<file path="src/rtl/alu_seq_ctrl.sv">
// Multi-cycle command sequencer driving one shared combinational ALU.
// Builds 32x32 low-word multiply (shift-and-add) and variable-distance shifts.
module alu_seq_ctrl #(
  parameter int unsigned MUL_ITERS = 32
) (
  input  logic        clk,
  input  logic        rst_n,
  input  logic        start,
  input  logic [1:0]  cmd,
  input  logic [31:0] op_a,
  input  logic [31:0] op_b,
  input  logic [4:0]  shamt,
  output logic [31:0] alu_a,
  output logic [31:0] alu_b,
  output logic [2:0]  alu_op,
  input  logic [31:0] alu_result,
  input  logic        alu_cout,
  input  logic        alu_zero,
  output logic        busy,
  output logic        done,
  output logic [31:0] result,
  output logic        carry,
  output logic        err
);

  localparam logic [2:0] OpAdd  = 3'b010;
  localparam logic [2:0] OpShr1 = 3'b100;
  localparam logic [2:0] OpShl1 = 3'b101;
  localparam logic [2:0] OpZero = 3'b110;

  typedef enum logic [2:0] {StIdle, StAdd, StShl, StShr, StSh, StDone} state_e;

  state_e      state_q, state_d;
  logic [31:0] acc_q, acc_d;
  logic [31:0] m_q, m_d;
  logic [31:0] q_q, q_d;
  logic [5:0]  count_q, count_d;
  logic        shl_q, shl_d;
  logic [31:0] result_q, result_d;
  logic        carry_q, carry_d;
  logic        err_q, err_d;
  logic [5:0]  cnt_inc;

  assign cnt_inc = count_q + 6'd1;

  always_ff @(posedge clk or negedge rst_n) begin
    if (!rst_n) begin
      state_q  <= StIdle;
      acc_q    <= '0;
      m_q      <= '0;
      q_q      <= '0;
      count_q  <= '0;
      shl_q    <= 1'b0;
      result_q <= '0;
      carry_q  <= 1'b0;
      err_q    <= 1'b0;
    end else begin
      state_q  <= state_d;
      acc_q    <= acc_d;
      m_q      <= m_d;
      q_q      <= q_d;
      count_q  <= count_d;
      shl_q    <= shl_d;
      result_q <= result_d;
      carry_q  <= carry_d;
      err_q    <= err_d;
    end
  end

  always_comb begin
    state_d  = state_q;
    acc_d    = acc_q;
    m_d      = m_q;
    q_d      = q_q;
    count_d  = count_q;
    shl_d    = shl_q;
    result_d = result_q;
    carry_d  = carry_q;
    err_d    = err_q;
    alu_op   = OpZero;
    alu_a    = '0;
    alu_b    = '0;

    case (state_q)
      StIdle: begin
        if (start) begin
          carry_d = 1'b0;
          err_d   = 1'b0;
          m_d     = op_a;
          unique case (cmd)
            2'b00: begin
              acc_d   = '0;
              q_d     = op_b;
              count_d = '0;
              if (op_b == '0) begin
                result_d = '0;
                state_d  = StDone;
              end else begin
                state_d = op_b[0] ? StAdd : StShl;
              end
            end
            2'b01, 2'b10: begin
              count_d = {1'b0, shamt};
              shl_d   = (cmd == 2'b01);
              if (shamt == '0) begin
                result_d = op_a;
                state_d  = StDone;
              end else begin
                state_d = StSh;
              end
            end
            2'b11: begin
              err_d    = 1'b1;
              result_d = '0;
              state_d  = StDone;
            end
          endcase
        end
      end
      StAdd: begin
        alu_a   = acc_q;
        alu_b   = m_q;
        alu_op  = OpAdd;
        acc_d   = alu_result;
        carry_d = carry_q | alu_cout;
        state_d = StShl;
      end
      StShl: begin
        alu_a   = m_q;
        alu_op  = OpShl1;
        m_d     = alu_result;
        state_d = StShr;
      end
      StShr: begin
        alu_a   = q_q;
        alu_op  = OpShr1;
        q_d     = alu_result;
        count_d = cnt_inc;
        // Stop early once the remaining multiplier bits are all zero.
        if (alu_zero || (32'(cnt_inc) == MUL_ITERS)) begin
          result_d = acc_q;
          state_d  = StDone;
        end else begin
          state_d = alu_result[0] ? StAdd : StShl;
        end
      end
      StSh: begin
        alu_a   = m_q;
        alu_op  = shl_q ? OpShl1 : OpShr1;
        m_d     = alu_result;
        count_d = count_q - 6'd1;
        if (count_q == 6'd1) begin
          result_d = alu_result;
          state_d  = StDone;
        end
      end
      StDone:  state_d = StIdle;
      default: state_d = StIdle;
    endcase
  end

  assign busy   = (state_q != StIdle) && (state_q != StDone);
  assign done   = (state_q == StDone);
  assign result = result_q;
  assign carry  = carry_q;
  assign err    = err_q;

endmodule

</file>
<file path="config.mk">
export PLATFORM = sky130hd
export DESIGN_NAME = alu_seq_ctrl
export DESIGN_NICKNAME = d
export VERILOG_FILES = /design/src/rtl/alu_seq_ctrl.sv
export SDC_FILE = /design/constraint.sdc
export NUM_CORES = 1
export LEC_CHECK = 0
export ABC_AREA = 1
export CORE_MARGIN = 1.5
export CORE_UTILIZATION = 40
export CTS_BUF_LIST = sky130_fd_sc_hd__clkbuf_8
export DETAILED_ROUTE_END_ITERATION = 10
export GPL_ROUTABILITY_DRIVEN = 0
export GPL_TIMING_DRIVEN = 0
export PLACE_DENSITY_LB_ADDON = 0.15
export SLEW_MARGIN = 20
export SYNTH_ARGS = -nofsm -noshare
export SYNTH_HDL_FRONTEND = slang
export SYNTH_SLANG_ARGS = --single-unit
</file>
<file path="constraint.sdc">
create_clock -name clk -period 5 [get_ports clk]
set_input_delay 1 -clock clk [delete_from_list [all_inputs] [get_ports clk]]
set_output_delay 1 -clock clk [all_outputs]
set_load 0.01 [all_outputs]
</file>
Yosys cells after proc, flatten, opt, wreduce, memory -nomap -nowiden
Cells that the tools add are included.

Add/subtract/negate cells: 2. Equality and inequality tests: 18. Multiplexer cells: 34. Bitwise logic cells: 1. Reduce and logical (&&, ||, !) cells: 22.

Operators with widths (number): 2-to-1 mux 32 bit (11); case mux 32 bit (3 select lines) (3); case mux 32 bit (2 select lines) (3); zero test 32 bit (1); case mux 6 bit (3 select lines) (1); case mux 3 bit (5 select lines) (1); 2-to-1 mux 3 bit (4); case mux 3 bit (4 select lines) (1); case mux 6 bit (2 select lines) (1); AND reduction 3 bit (4); inequality test 3 bit (second input constant) (3); case mux 3 bit (3 select lines) (1); AND reduction 2 bit (4); adder 6 x 1 -> 6 bit (second input constant) (1); == test 3 x 2 -> 1 bit (second input constant) (2); == test 3 bit (second input constant) (2); == test 6 x 1 -> 1 bit (second input constant) (1); == test 6 bit (second input constant) (1); 2-to-1 mux 6 bit (1); inequality test 2 bit (second input constant) (3); AND reduction 6 bit (1); nonzero test 2 bit (3); nonzero test 3 bit (2); subtractor 6 x 1 -> 6 bit (second input constant) (1); 15 further kinds (21).

Register bits: 140. Input port bits: 108. Output and inout bits: 103. Logic and storage cells: 86.

Longest topological paths before layout
Depth in word-level cells: 5. Gate-level depth with buffers: 14. Depth with buffers taken out: 13.

Worst setup path before layout
No wires, ideal clock.

Path type: reg-to-output. From: register state_q[2]. To: output port alu_a[13]. Data arrival time: 1.550 ns. Data required time: 4.000 ns. Slack: 2.450 ns. Cell stages (with the launch flop): 8. Buffers on the path: 2. Path through: dfrtp_1 -> inv_1 -> nand3_2 -> inv_1 -> buf_2 -> clkbuf_1 -> a22oi_1 -> o21ai_0.

Word-level cells in the longest chain between the ends: 3. Elaborated cells between the ends (all ways): 6.

RTL lines: start, declared (line 33) `state_e state_q, state_d;`; start signal, assigned (line 48) `state_q <= StIdle;`; start signal, assigned (line 58) `state_q <= state_d;`; == test 3 bit or == test 3 x 2 -> 1 bit (tied branches) (line 84) `case (state_q)`; OR reduction 2 bit (no source line); case mux 32 bit (3 select lines) (*) (line 84); end, declared (line 13) `output logic [31:0] alu_a,`.

Every way passes the cells marked *; elsewhere a longest branch is shown, timed or not.

Final worst setup path
From: register state_q[2]. To: output port alu_a[31].

Same word-level chain as after synthesis.

==> results.md <==
* Most common flop cell mapped by yosys: dfrtp_1
* Clock period minus final worst setup slack at 4490 ps
* Area growth from synthesis to layout at 36.7%
* Setup crit end kind: primary output
* Largest net degree at the start of global routing at 86
* Area taken by multi-input logic gates at 3400 sq um
* Number of cells produced by synthesis at 1028
* Full die area at 20000 sq um
* Number of storage elements in the synthesis netlist at 140
* Worst hold path type: primary input to asynchronous set/reset pin
* Final-layout worst hold slack at 440 ps
* Share of layout cells above drive strength 1 at 6.06%
* Standby leakage power at 0.00473 uW
* Cell count along the critical path at 8
* Data required time at the worst endpoint at 4000 ps
* First-pass GRT wire length at 44800 um
* Buffers inserted during post-CTS setup optimization at 0
* HPWL after detailed placement at 20700 um
* Final Power at 6420 uW
* Post-route setup slack at 510 ps
* Cells along the critical path: inv_1 -> nand3_2 -> inv_1 -> buf_2 -> clkbuf_1 -> a22oi_1 -> o21ai_0 -> clkdlybuf4s50_1
* Unique cell type count in the Yosys netlist at 31
* Worst path bufs/invs at 5
* Critical setup path kind: register to primary output
* Path depth of the worst reg2reg path at 6
* Peak fanout along the critical path at 10
* Worst-case clock buffer depth at 2
* Post_cts resized at 0
* Starting Density at 40.9%
* Endpoint arrival time on the critical path at 3490 ps
* Post-synthesis area per instance at 7.46 sq um
* CP Launch Type: register
* Outcome: complete, no violations
* Clk sink count at 140
* DRC violations left at 0
* Worst slack, placed at 1080 ps
* CTS hold repair buffers at 0
* Number of enable-type register cells in the synthesized netlist at 0
* Detailed-router iteration count before antenna repair at 5
* Number of antenna violations at the first check in global routing at 0
* Via count of the first global-routing pass at 7971
* Max-cap violation count at 0
* Drt total wl at 29100 um
* Maximum clock frequency at 223 MHz
* Unrepaired setup endpoints after global routing: false
* Post-DR wirelength/cell at 19.3 um
* Share of the cycle needed by the critical path after routing at 89.8%
* Async set or reset register ratio after synthesis at 100%
* Mapped Area at 7670 sq um
* Std-Cell Core Area at 18800 sq um
* Final setup viols at 0
* Storage element area at 3500 sq um
* Power density over the cells at 612 nW/um^2
* PortBufs at 210
* CTS root buf: clkbuf_8
* Vert. Die Dim at 141 um
* Syn_nets at 1142
* Global-route track usage on met1 at 41.6%
* Global-route congestion overflow total at 0
* Worst slew slack as a fraction of its limit at 48.9%
* Master of the slowest instance on the critical path: clkdlybuf4s50_1
* Total global routing track utilization at 29.3%
* Clock transition at the register clock pins on the worst setup and hold paths after CTS at 90 ps
* Met2 track utilization from global routing at 46.9%
* Count of final max-slew check failures at 0
* Maximum cell stage delay along the critical path at 620 ps
* Total number of H-tree levels at 4
* Post-Route Utilization at 55.9%
* Category of cells accounting for the largest share of critical-path delay: buffers and inverters
* Row count at 50
* Setup TNS Final at 0 ps
* ANT nets after route at 0
* Leading cell types in the layout, fill and taps excluded: 245 x nand2_1, 209 x clkdlybuf4s50_1, 140 x dfrtp_1, 137 x o21ai_0, 123 x inv_1
* Yosys warning total at 0
* Sequential area share after synthesis at 45.7%
* Dominant cell type by count on the critical path: inv_1
* Global routing's busiest layer: met2
* # IOs at 211
* Number of antenna diodes at 0
* Number of filler cells placed in the layout at 1864
* Most common cell after layout, fill and taps aside: nand2_1
* Max Clock Skew at 10.7 ps
* Hold Violations, Final at 0
* Met3 usage at 4.45%
* Via density per instance at 5.47
* Horiz. Die Dim at 141 um
* Worst Tran Pin Value at 767 ps
* Number of clock buffers inserted by TritonCTS at 17
* Initial detailed-routing violation count at 850
* Via Count at 8227
* TritonCTS clock tree: built
* Net count reported at finish at 1372
* Worst voltage drop across the vdd grid at 0.000318 V
* Clock network latency to the later pin of the worst-skew pair at 460 ps
state kept, by name (all words and copies together), names as in the netlist:
signal,count
acc_q,32
carry,1
count_q,6
err,1
m_q,32
q_q,32
result,32
shl_q,1
state_q,3
per-stage QoR:
stage,std cells,instance area (sq um)
after global placement,1472,10100
after CTS,1505,10500
final,1505,10500
after floorplan,1028,7670
after global routing,1505,10500
after detailed placement,1473,10100
report_power, final:
group          internal [uW]  switching [uW]  leakage (uW)  total (uW)
Combinational           1360            2180       0.00283        3530
Clock                    414             506      0.000176         920
Sequential              1650             318       0.00172        1970
Total                   3420            3000       0.00473        6420
cell usage after synthesis, types with 2 or more instances:
cell type  count  area share (%)
inv_2          4            0.20
clkbuf_1      33             1.6
nor2_4         3            0.44
o221ai_1      32             3.7
nand2_1      245              12
buf_1          2           0.098
inv_1        123             6.0
a22oi_1       32             3.1
nand3_1       46             3.0
o22ai_1       32             2.6
a21oi_1       37             2.4
dfrtp_1      140              46
buf_4          3            0.29
o21ai_0      137             8.9
nor2_1       105             5.1
nand4_1        7            0.57
buf_2         28             1.8
ha_1           6            0.98
kinds of logic after synthesis:
logic type	Yosys count	share of synthesized area [%]
flip-flops	140	45.7
adder cells (fa/ha/maj)	6	0.978
buffers and inverters	193	10.0
AND/OR/NAND/NOR	410	21.5
AO/OA/AOI/OAI	278	21.7
XOR/XNOR	1	0.114
path summary, 6_finish.rpt:
path | slack, ps | from | to
max in group asynchronous | 3760 | rst_n | result[4]
worst max-delay path | 510 | state_q[2] | alu_a[31]
worst min register to register | 480 | result[5] | result[5]
worst max register to register | 2520 | state_q[1] | m_q[16]
min in group clk | 480 | result[5] | result[5]
worst min-delay path | 440 | rst_n | result[22]
layer usage:
metal / up-vias / share of wire, %
li1: 3861 / -
met1: 3893 / 45
met2: 432 / 46
met3: 41 / 7.6
met4: 0 / 1.6
met5: - / 0
worst register-to-register path, delay by kind of cell, from the launching register on:
family                 cells  cell delay [ps]
AND/OR/NAND/NOR            4             1250
buffers and inverters      1              500
flip-flops                 1              410
AO/OA/AOI/OAI              1              190
final cells by class:
type | instances | area share [%]
clock inverter | 14 | 1.32
sequential | 140 | 33.4
buffer | 66 | 2.80
multi-input combinational | 695 | 32.4
inverter | 127 | 4.55
clock buffer | 18 | 2.36
timing repair buffer | 211 | 20.4
tap | 234 | 2.79
Note: power is estimated with default switching activity, not from simulation.
